`src/rtl/divide_unit_pkg.sv`:
```
// Shared constants for the iterative divider.
// Word length and the 2-bit FSM state encodings.
package divide_unit_pkg;

  localparam int WORD_LENGTH = 32;

  localparam logic [1:0] DIV_ST_IDLE = 2'd0;
  localparam logic [1:0] DIV_ST_RUN  = 2'd1;
  localparam logic [1:0] DIV_ST_FIX  = 2'd2;

endpackage

```
`src/rtl/divide_unit_adder.sv`:
```
// AdderUnit: WIDTH-bit ripple adder with carry in/out.
// Ports: a, b, inC -> sum, outC. Bit 0 is the MSB.
module AdderUnit #(
  parameter int WIDTH = 33
) (
  input  logic [0:WIDTH-1] a,
  input  logic [0:WIDTH-1] b,
  input  logic             inC,
  output logic [0:WIDTH-1] sum,
  output logic             outC
);

  logic [WIDTH:0] full;

  assign full = {1'b0, a} + {1'b0, b}
              + {{WIDTH{1'b0}}, inC};
  assign outC = full[WIDTH];
  assign sum  = full[WIDTH-1:0];

endmodule

```
`src/rtl/divide_unit.sv`:
```
// divide_unit: restoring signed/unsigned divider, one bit per clock.
// Ports: clk, rst, start, isSigned, a, b -> busy, done, q, r, divZero, ovf.
import divide_unit_pkg::*;

module divide_unit #(
  parameter int WIDTH = WORD_LENGTH
) (
  input  logic             clk,
  input  logic             rst,
  input  logic             start,
  input  logic             isSigned,
  input  logic [0:WIDTH-1] a,
  input  logic [0:WIDTH-1] b,
  output logic             busy,
  output logic             done,
  output logic [0:WIDTH-1] q,
  output logic [0:WIDTH-1] r,
  output logic             divZero,
  output logic             ovf
);

  localparam int CW = (WIDTH > 1) ? $clog2(WIDTH) : 1;
  localparam logic [0:WIDTH-1] MIN_VAL =
    {1'b1, {(WIDTH-1){1'b0}}};

  function automatic logic [0:WIDTH-1] cneg(
    input logic [0:WIDTH-1] v,
    input logic             en
  );
    logic [0:WIDTH-1] one;
    one            = '0;
    one[WIDTH-1]   = 1'b1;
    return en ? (~v) + one : v;
  endfunction

  logic [1:0]       state;
  logic [0:WIDTH-1] dvd;
  logic [0:WIDTH-1] dsr;
  logic [0:WIDTH-1] rem;
  logic [0:WIDTH-1] quo;
  logic [CW-1:0]    cnt;
  logic             neg_q;
  logic             neg_r;
  logic             dz_p;
  logic             ov_p;

  logic [0:WIDTH] trial_a;
  logic [0:WIDTH] trial_b;
  logic [0:WIDTH] trial_d;
  logic           trial_c;
  logic           take;

  assign trial_a = {rem, dvd[0]};
  assign trial_b = ~{1'b0, dsr};

  AdderUnit #(.WIDTH(WIDTH + 1)) u_sub (
    .a    (trial_a),
    .b    (trial_b),
    .inC  (1'b1),
    .sum  (trial_d),
    .outC (trial_c)
  );

  // No borrow means the difference is below the divisor,
  // so its top bit is always clear.
  assign take = trial_c & ~trial_d[0];

  always_ff @(posedge clk) begin
    if (rst) begin
      state   <= DIV_ST_IDLE;
      busy    <= 1'b0;
      done    <= 1'b0;
      q       <= '0;
      r       <= '0;
      divZero <= 1'b0;
      ovf     <= 1'b0;
      dvd     <= '0;
      dsr     <= '0;
      rem     <= '0;
      quo     <= '0;
      cnt     <= '0;
      neg_q   <= 1'b0;
      neg_r   <= 1'b0;
      dz_p    <= 1'b0;
      ov_p    <= 1'b0;
    end else begin
      done <= 1'b0;
      unique case (state)
        DIV_ST_IDLE: begin
          if (start) begin
            if (b == '0) begin
              // Result is staged directly: q = ~0, r = a.
              dz_p  <= 1'b1;
              ov_p  <= 1'b0;
              neg_q <= 1'b0;
              neg_r <= 1'b0;
              quo   <= '1;
              rem   <= a;
              state <= DIV_ST_FIX;
            end else begin
              dz_p  <= 1'b0;
              ov_p  <= isSigned && (a == MIN_VAL)
                       && (b == '1);
              neg_q <= isSigned & (a[0] ^ b[0]);
              neg_r <= isSigned & a[0];
              dvd   <= cneg(a, isSigned & a[0]);
              dsr   <= cneg(b, isSigned & b[0]);
              rem   <= '0;
              quo   <= '0;
              cnt   <= CW'(WIDTH - 1);
              busy  <= 1'b1;
              state <= DIV_ST_RUN;
            end
          end
        end
        DIV_ST_RUN: begin
          rem <= take ? trial_d[1:WIDTH]
                      : trial_a[1:WIDTH];
          quo <= {quo[1:WIDTH-1], take};
          dvd <= {dvd[1:WIDTH-1], 1'b0};
          cnt <= cnt - 1'b1;
          if (cnt == '0) state <= DIV_ST_FIX;
        end
        DIV_ST_FIX: begin
          q       <= cneg(quo, neg_q);
          r       <= cneg(rem, neg_r);
          divZero <= dz_p;
          ovf     <= ov_p;
          done    <= 1'b1;
          busy    <= 1'b0;
          state   <= DIV_ST_IDLE;
        end
        default: state <= DIV_ST_IDLE;
      endcase
    end
  end

endmodule

```
`config.mk`:
```
export PLATFORM = sky130hd
export DESIGN_NAME = divide_unit
export DESIGN_NICKNAME = d
export VERILOG_FILES = /design/src/rtl/divide_unit_pkg.sv /design/src/rtl/divide_unit_adder.sv /design/src/rtl/divide_unit.sv
export SDC_FILE = /design/constraint.sdc
export NUM_CORES = 1
export LEC_CHECK = 0
export CAP_MARGIN = 20
export CORE_UTILIZATION = 59
export CTS_BUF_LIST = sky130_fd_sc_hd__clkbuf_2 sky130_fd_sc_hd__clkbuf_4 sky130_fd_sc_hd__clkbuf_8
export DETAILED_ROUTE_END_ITERATION = 12
export GPL_TIMING_DRIVEN = 1
export PLACE_DENSITY = 0.83
export REMOVE_ABC_BUFFERS = 1
export SLEW_MARGIN = 10
export SYNTH_ARGS = -nofsm -noshare
export SYNTH_HDL_FRONTEND = slang
export SYNTH_SLANG_ARGS = --single-unit
export TNS_END_PERCENT = 5
```
`constraint.sdc`:
```
create_clock -name clk -period 4.1 [get_ports clk]
set_input_delay 0.41 -clock clk [delete_from_list [all_inputs] [get_ports clk]]
set_output_delay 0.41 -clock clk [all_outputs]
set_load 0.03 [all_outputs]
```
==> results.cfg, run 1 <==
[sta]
holdWs_ns = 0.4325
fmax_mhz = 256.3
slew_violations = 0
min_period_ns = 3.902
grt_setup_unrepaired = false
skew_ns = 0.02601
tightestPinTransition_ns = 1.092
setup_violations = 0
period_share = 0.9518
worst_slew_margin_rel = 0.2710
hold_viol = 0

[pwr]
ir_drop_mv = 0.2539
power.internal_w = 0.004936
power_density_nw_per_um2 = 554.7
p_comb_frac = 0.446
leakagePower_nw = 5.623
seq_power_share = 0.310
p_switching_w = 0.003414
clkPwrFrac = 0.245
p_sw_frac = 0.4088

[clocking]
h-tree-depth = 2
post_cts_resized = 0
worst_skew_pair.late_latency_ns = 0.54
clkTransAtPathRegs_ns = 0.06
clockBufferDepth = 3
cts_tree = yes
clockRootBuffer = clkbuf_8
cts_setup_buffers = 0
numCtsBuffers = 37
clock_sinks = 207
cts_hold_buffers = 0

[global_route]
antenna_found_initial = 0
grt_use_total = 0.3399
first_global_vias = 11560
grt_pass1_wl_mm = 60.21
grt_max_degree = 123
overflow = 0

[routing]
drc = 0
ant_nets = 0
routed_wl_mm = 37.76
first_pass_iters = 5
via_count = 12700
vias_per_cell = 6.202
wl_per_cell_um = 18.44
initialDrtViolationCount = 1174

[synthesis]
async_flop_share = 0
netlist.area_leader.share = 0.3265
ys.flop_type = dfxtp_1
syn_avg_cell_area_um2 = 7.668
synth_edf_count = 0
ys_warn_count = 0
yosysSeqAreaShare = 0.3265
syn_inst = 1655
synth.ff_latch_count = 207
synth_area_leaders = dfxtp_1 (33%), a211oi_1 (8.7%), nor2_1 (7.7%)
synth_top_cell_by_area = dfxtp_1
synth_cell_type_count = 70
syn_area_um2 = 12690

[critical_path]
slowest_stage = a2111oi_0
crit_path_frequent_cell = a211o_1
crit_path_start_kind = flop
required_ns = 4.52
critical_path.max_fanout = 10
cp-end-kind = flop
crit_path_max_incr_delay_ns = 0.54
cp_data_arrival_time_ns = 4.32
crit_chain = inv_1 -> ha_1 -> fa_1 -> nor2b_1 -> o31a_1 -> o211ai_1 -> and3_1 -> a211o_1 -> a211o_1 -> a2111oi_0 -> a31oi_1 -> a211oi_1
path_class = flop to flop

[floorplan]
ios = 136
row_count = 53
dieArea_um2 = 22100
initial_utilization = 0.6018
die_w_um = 148.7
core-area_um2 = 21090
die_y_um = 148.7

[hold_path]
min_path_type = input port to flop

[place]
io_buffer_count = 135
hpwl_mm = 26.79
place_congestion = 0.9951

[finish]
drive_gt1_frac = 0.07050
nFillCells = 1763
antenna_cells = 0
syn2layout_area_growth_pct = 18.61
final_util = 0.7138
nets = 1857

[run]
max_cap_viol_count = 0

[status]
status = complete, no violations
-- power by group through the flow --
stage | combinational [W] | sequential [W] | clock (W)
after floorplan | 0.00244 | 0.00264 | 0
after global placement | 0.00357 | 0.00261 | 0
after detailed placement | 0.00361 | 0.00262 | 0
after CTS | 0.00364 | 0.00258 | 0.00207
after global routing | 0.00405 | 0.00262 | 0.00217
final | 0.00372 | 0.00259 | 0.00204
-- state kept, by name (all words and copies together), names as in the netlist, 2 cells and up --
register / flops
cnt: 5
dsr: 32
dvd: 32
q: 32
quo: 32
r: 32
rem: 32
state: 2
-- through the flow --
| step | setup TNS, ns | instance area [um2] | std cells | total power (W) | worst slack (ns) |
|---|---|---|---|---|---|
| after floorplan | -81.56 | 12240 | 1540 | 0.005083 | -0.8048 |
| after global placement | 0 | 14240 | 1984 | 0.006181 | 0.4843 |
| after detailed placement | 0 | 14240 | 1984 | 0.006233 | 0.3651 |
| after CTS | 0 | 15040 | 2047 | 0.008286 | 0.3274 |
| after global routing | 0 | 15050 | 2048 | 0.008841 | 0.02673 |
| final | 0 | 15050 | 2048 | 0.008350 | 0.1977 |
-- routing by layer --
layer / global-route usage / wire length, um / part of all wire
met5: 0 / 0 / 0
met4: 0.1670 / 1641 / 0.043
met3: 0.05767 / 3231 / 0.086
met2: 0.5371 / 17060 / 0.45
met1: 0.4476 / 15820 / 0.42
-- cells in the final DEF (no fill, tap or decap), types with 11 or more instances in the layout --
master,netlist,routed
o31ai_1,24,24
dfxtp_1,207,207
clkbuf_8,0,48
nand2_1,101,100
a211oi_1,147,147
a31oi_1,25,25
nor4_1,13,13
or4_1,12,12
o21ai_0,61,61
o41ai_1,13,13
nor3_1,58,58
buf_4,0,32
or3_1,19,19
ha_1,39,39
a21o_1,11,11
nand3_1,26,26
clkdlybuf4s50_1,0,134
inv_1,62,62
nor2_1,262,259
xor2_1,83,83
and3_1,13,12
a21oi_1,143,143
o211ai_1,15,15
xnor2_1,61,61
nand4_1,21,21
-- path summary, 6_finish.rpt --
| check | from | endpoint | slack (ns) | cells past startpoint |
|---|---|---|---|---|
| setup / recovery | dvd[0] | rem[29] | 0.20 | 12 |
| setup reg to reg | dvd[0] | rem[29] | 0.20 | 12 |
| hold / removal | rst | cnt[0] | 0.43 | 2 |
| hold reg to reg | dvd[16] | dvd[16] | 0.45 | 2 |
-- cell usage after synthesis (15+ instances only) --
library cell,count
xnor2_1,61
nand3_1,26
clkbuf_1,86
a21oi_1,143
a211oi_1,147
a31oi_1,25
o31ai_1,24
nor3_1,58
o21ai_0,61
ha_1,39
xor2_1,83
buf_2,16
nor2_1,262
o211ai_1,15
nand2_1,101
nand4_1,21
inv_1,62
or3_1,19
dfxtp_1,207
-- logic make-up (layout without fill, tap and decap cells) --
group / after synthesis / after routing / synth area share
multiplexers: 4 / 4 / 0.003155
XOR/XNOR: 144 / 144 / 0.09938
AND/OR/NAND/NOR: 578 / 578 / 0.2127
AO/OA/AOI/OAI: 505 / 505 / 0.2643
buffers and inverters: 177 / 295 / 0.05393
flip-flops: 207 / 207 / 0.3265
adder cells (fa/ha/maj): 40 / 40 / 0.04003
-- critical path, delay by kind of cell, from the launching register on --
kind | cells | cell delay (ns)
AOI/OAI and AO/OA | 7 | 2.17
adders and majority gates | 2 | 0.62
buffers and inverters | 1 | 0.10
DFF | 1 | 0.37
and+or+nand+nor | 2 | 0.51
-- final cells by class --
cell class | instances | area, um2 | area share
multi-input cells | 1271 | 7891 | 0.5242
flip-flops and latches | 207 | 4144 | 0.2753
repair buffers | 170 | 1648 | 0.1095
clock buffers | 57 | 728.2 | 0.04837
well taps | 275 | 344.1 | 0.02286
inverters | 62 | 232.7 | 0.01546
clock inverters | 6 | 65.06 | 0.004322
(Power assumes the default switching activity.)
==> run 2, diff against run 1 <==
Settings changed: ABC_AREA set to 1, CELL_PAD_IN_SITES_DETAIL_PLACEMENT set to 0, CELL_PAD_IN_SITES_GLOBAL_PLACEMENT set to 2, CORE_UTILIZATION 59 to 33, PLACE_DENSITY 0.83 to not set, PLACE_DENSITY_LB_ADDON set to 0.1.
==> results.cfg, run 2 <==
[sta]
holdWs_ns = 0.3868
fmax_mhz = 328.7
slew_violations = 0
period_share = 0.7421
grt_setup_unrepaired = false
tightestPinTransition_ns = 1.026
skew_ns = 0.04317
setup_slack_ns = 1.057
hold_viol = 0
worst_slew_margin_rel = 0.3153
min_period_ns = 3.043
setup_violations = 0

[clocking]
cts_setup_buffers = 0
clock_sinks = 207
clkTransAtPathRegs_ns = 0.06
cts_tree = yes
clockRootBuffer = clkbuf_8
clockBufferDepth = 3
cts_hold_buffers = 0
post_cts_resized = 0
h-tree-depth = 2
worst_skew_pair.late_latency_ns = 0.61
numCtsBuffers = 42

[floorplan]
row_count = 75
core-area_um2 = 42320
dieArea_um2 = 44160
die_y_um = 210.1
initial_utilization = 0.3378
die_w_um = 210.1
ios = 136

[hold_path]
min_path_type = input port to flop

[critical_path]
crit_chain = inv_1 -> ha_1 -> fa_1 -> inv_1 -> nand2_1 -> nand2_1 -> nand3_1 -> nand2_2 -> nand2_2 -> nand2_2 -> nand2_4 -> nand3_4 -> nand3_4 -> nand2_1 -> nand3_2 -> a21oi_2
cp-end-kind = flop
critical_path.max_fanout = 31
cp_data_arrival_time_ns = 3.57
crit_family = simple AND/OR/NAND/NOR gates
crit_path_start_kind = flop
path_class = flop to flop
crit_path_max_incr_delay_ns = 0.42
worst-path-buf-inv = 2
required_ns = 4.63
slowest_stage = fa_1

[finish]
final_cell_mix = nand2_1 (449), inv_1 (328), nor2_1 (244)
final_common_cell = nand2_1
antenna_cells = 0
syn2layout_area_growth_pct = 18.67
drive_gt1_frac = 0.07712
nets = 2438
final_util = 0.4009

[global_route]
grt_use_total = 0.2434
grt_pass1_wl_mm = 83.26
antenna_found_initial = 0
grt_max_degree = 118
overflow = 0
first_global_vias = 14070

[pwr]
ir_drop_mv = 0.1822
leakagePower_nw = 7.811
power_density_nw_per_um2 = 477.5

[synthesis]
ys.flop_type = dfxtp_1
synth_area_leaders = dfxtp_1 (29%), nand2_1 (12%), inv_1 (8.7%)
syn_avg_cell_area_um2 = 6.414
synth_top_cell_by_area = dfxtp_1
syn_inst = 2229
synth.ff_latch_count = 207
yosysMostFrequentCell = nand2_1
synth_common_cells = nand2_1 (450), inv_1 (330), nor2_1 (245)
synth_edf_count = 0
netlist.area_leader.share = 0.2899
ys_warn_count = 0
syn_area_um2 = 14300
synth_cell_type_count = 60
async_flop_share = 0
yosysSeqAreaShare = 0.2899

[place]
hpwl_mm = 40.07
place_ws_ns = 0.7549
io_buffer_count = 135
place_congestion = 0.9079

[routing]
drc = 0
vias_per_cell = 4.957
first_pass_iters = 7
via_count = 14560
wl_per_cell_um = 18.09
ant_nets = 0
initialDrtViolationCount = 960
routed_wl_mm = 53.13

[run]
max_cap_viol_count = 0

[status]
status = complete, no violations
==> run 2: cell count changes in the layout (fill, tap and decap cells not counted), sizes merged, moves of 32 or more <==
cell    previous run  this run
xnor2             61        18
nand2            102       476
o21ai             63       207
nor3              58        22
nand3             26       125
o211ai            15        47
a21oi            143       185
a211oi           148         1
inv               64       339
==> run 2: routing by layer <==
layer | vias up | share of wire | routed length (um) | global-route usage
li1 | 7457 | - | - | -
met1 | 6742 | 0.51 | 27320 | 0.3528
met2 | 294 | 0.43 | 22600 | 0.3754
met3 | 65 | 0.037 | 1947 | 0.02935
met4 | 0 | 0.024 | 1264 | 0.07048
met5 | - | 0 | 0 | 0
==> run 2: metrics by stage <==
| step | total power [W] | instance area (um2) | TNS (ns) | cells |
|---|---|---|---|---|
| 5_1_grt | 0.008679 | 16970 | 0 | 2937 |
| 6_report | 0.008101 | 16970 | 0 | 2937 |
| 4_1_cts | 0.008180 | 16970 | 0 | 2937 |
| 3_3_place_gp | 0.005774 | 16070 | 0 | 2863 |
| 3_5_place_dp | 0.005778 | 16070 | 0 | 2863 |
| 2_1_floorplan | 0.004676 | 13830 | -133.29 | 2134 |
==> run 2: worst register-to-register path, stage by stage, from the launching register on <==
cell	delay, ns
dfxtp_1	0.32
inv_1	0.09
ha_1	0.24
fa_1	0.42
inv_1	0.13
nand2_1	0.06
nand2_1	0.07
nand3_1	0.09
nand2_2	0.18
nand2_2	0.09
nand2_2	0.11
nand2_4	0.08
nand3_4	0.22
nand3_4	0.41
nand2_1	0.25
nand3_2	0.11
a21oi_2	0.14
==> run 2: power by group <==
part           switching (W)  internal [W]
sequential          0.000188       0.00222
clock               0.000984       0.00136
combinational        0.00229       0.00105
==> run 2: cells by family after synthesis <==
logic type,Yosys count,synth area share
and+or+nand+nor,951,0.2952
AOI/OAI and AO/OA,501,0.1993
buffers and inverters,435,0.1219
DFF,207,0.2899
xor gates and xnor gates,95,0.05820
adders and majority gates,40,0.03553
==> run 2: path summary, 6_finish.rpt <==
path	from	end	slack (ns)	cells after the start
min	rst	dvd[16]	0.39	4
max	dvd[0]	rem[2]	1.06	16
max reg2reg	dvd[0]	rem[2]	1.06	16
min reg2reg	dvd[31]	dvd[31]	0.46	2
==> run 2: layout make-up <==
| class | count | area (um2) |
|---|---|---|
| clock buffer | 66 | 802.0 |
| inverter | 340 | 1281 |
| timing repair buffer | 152 | 1499 |
| multi-input combinational | 1587 | 8424 |
| fill | 4651 | 25360 |
| sequential | 207 | 4144 |
| tap | 577 | 721.9 |
| clock inverter | 8 | 92.59 |
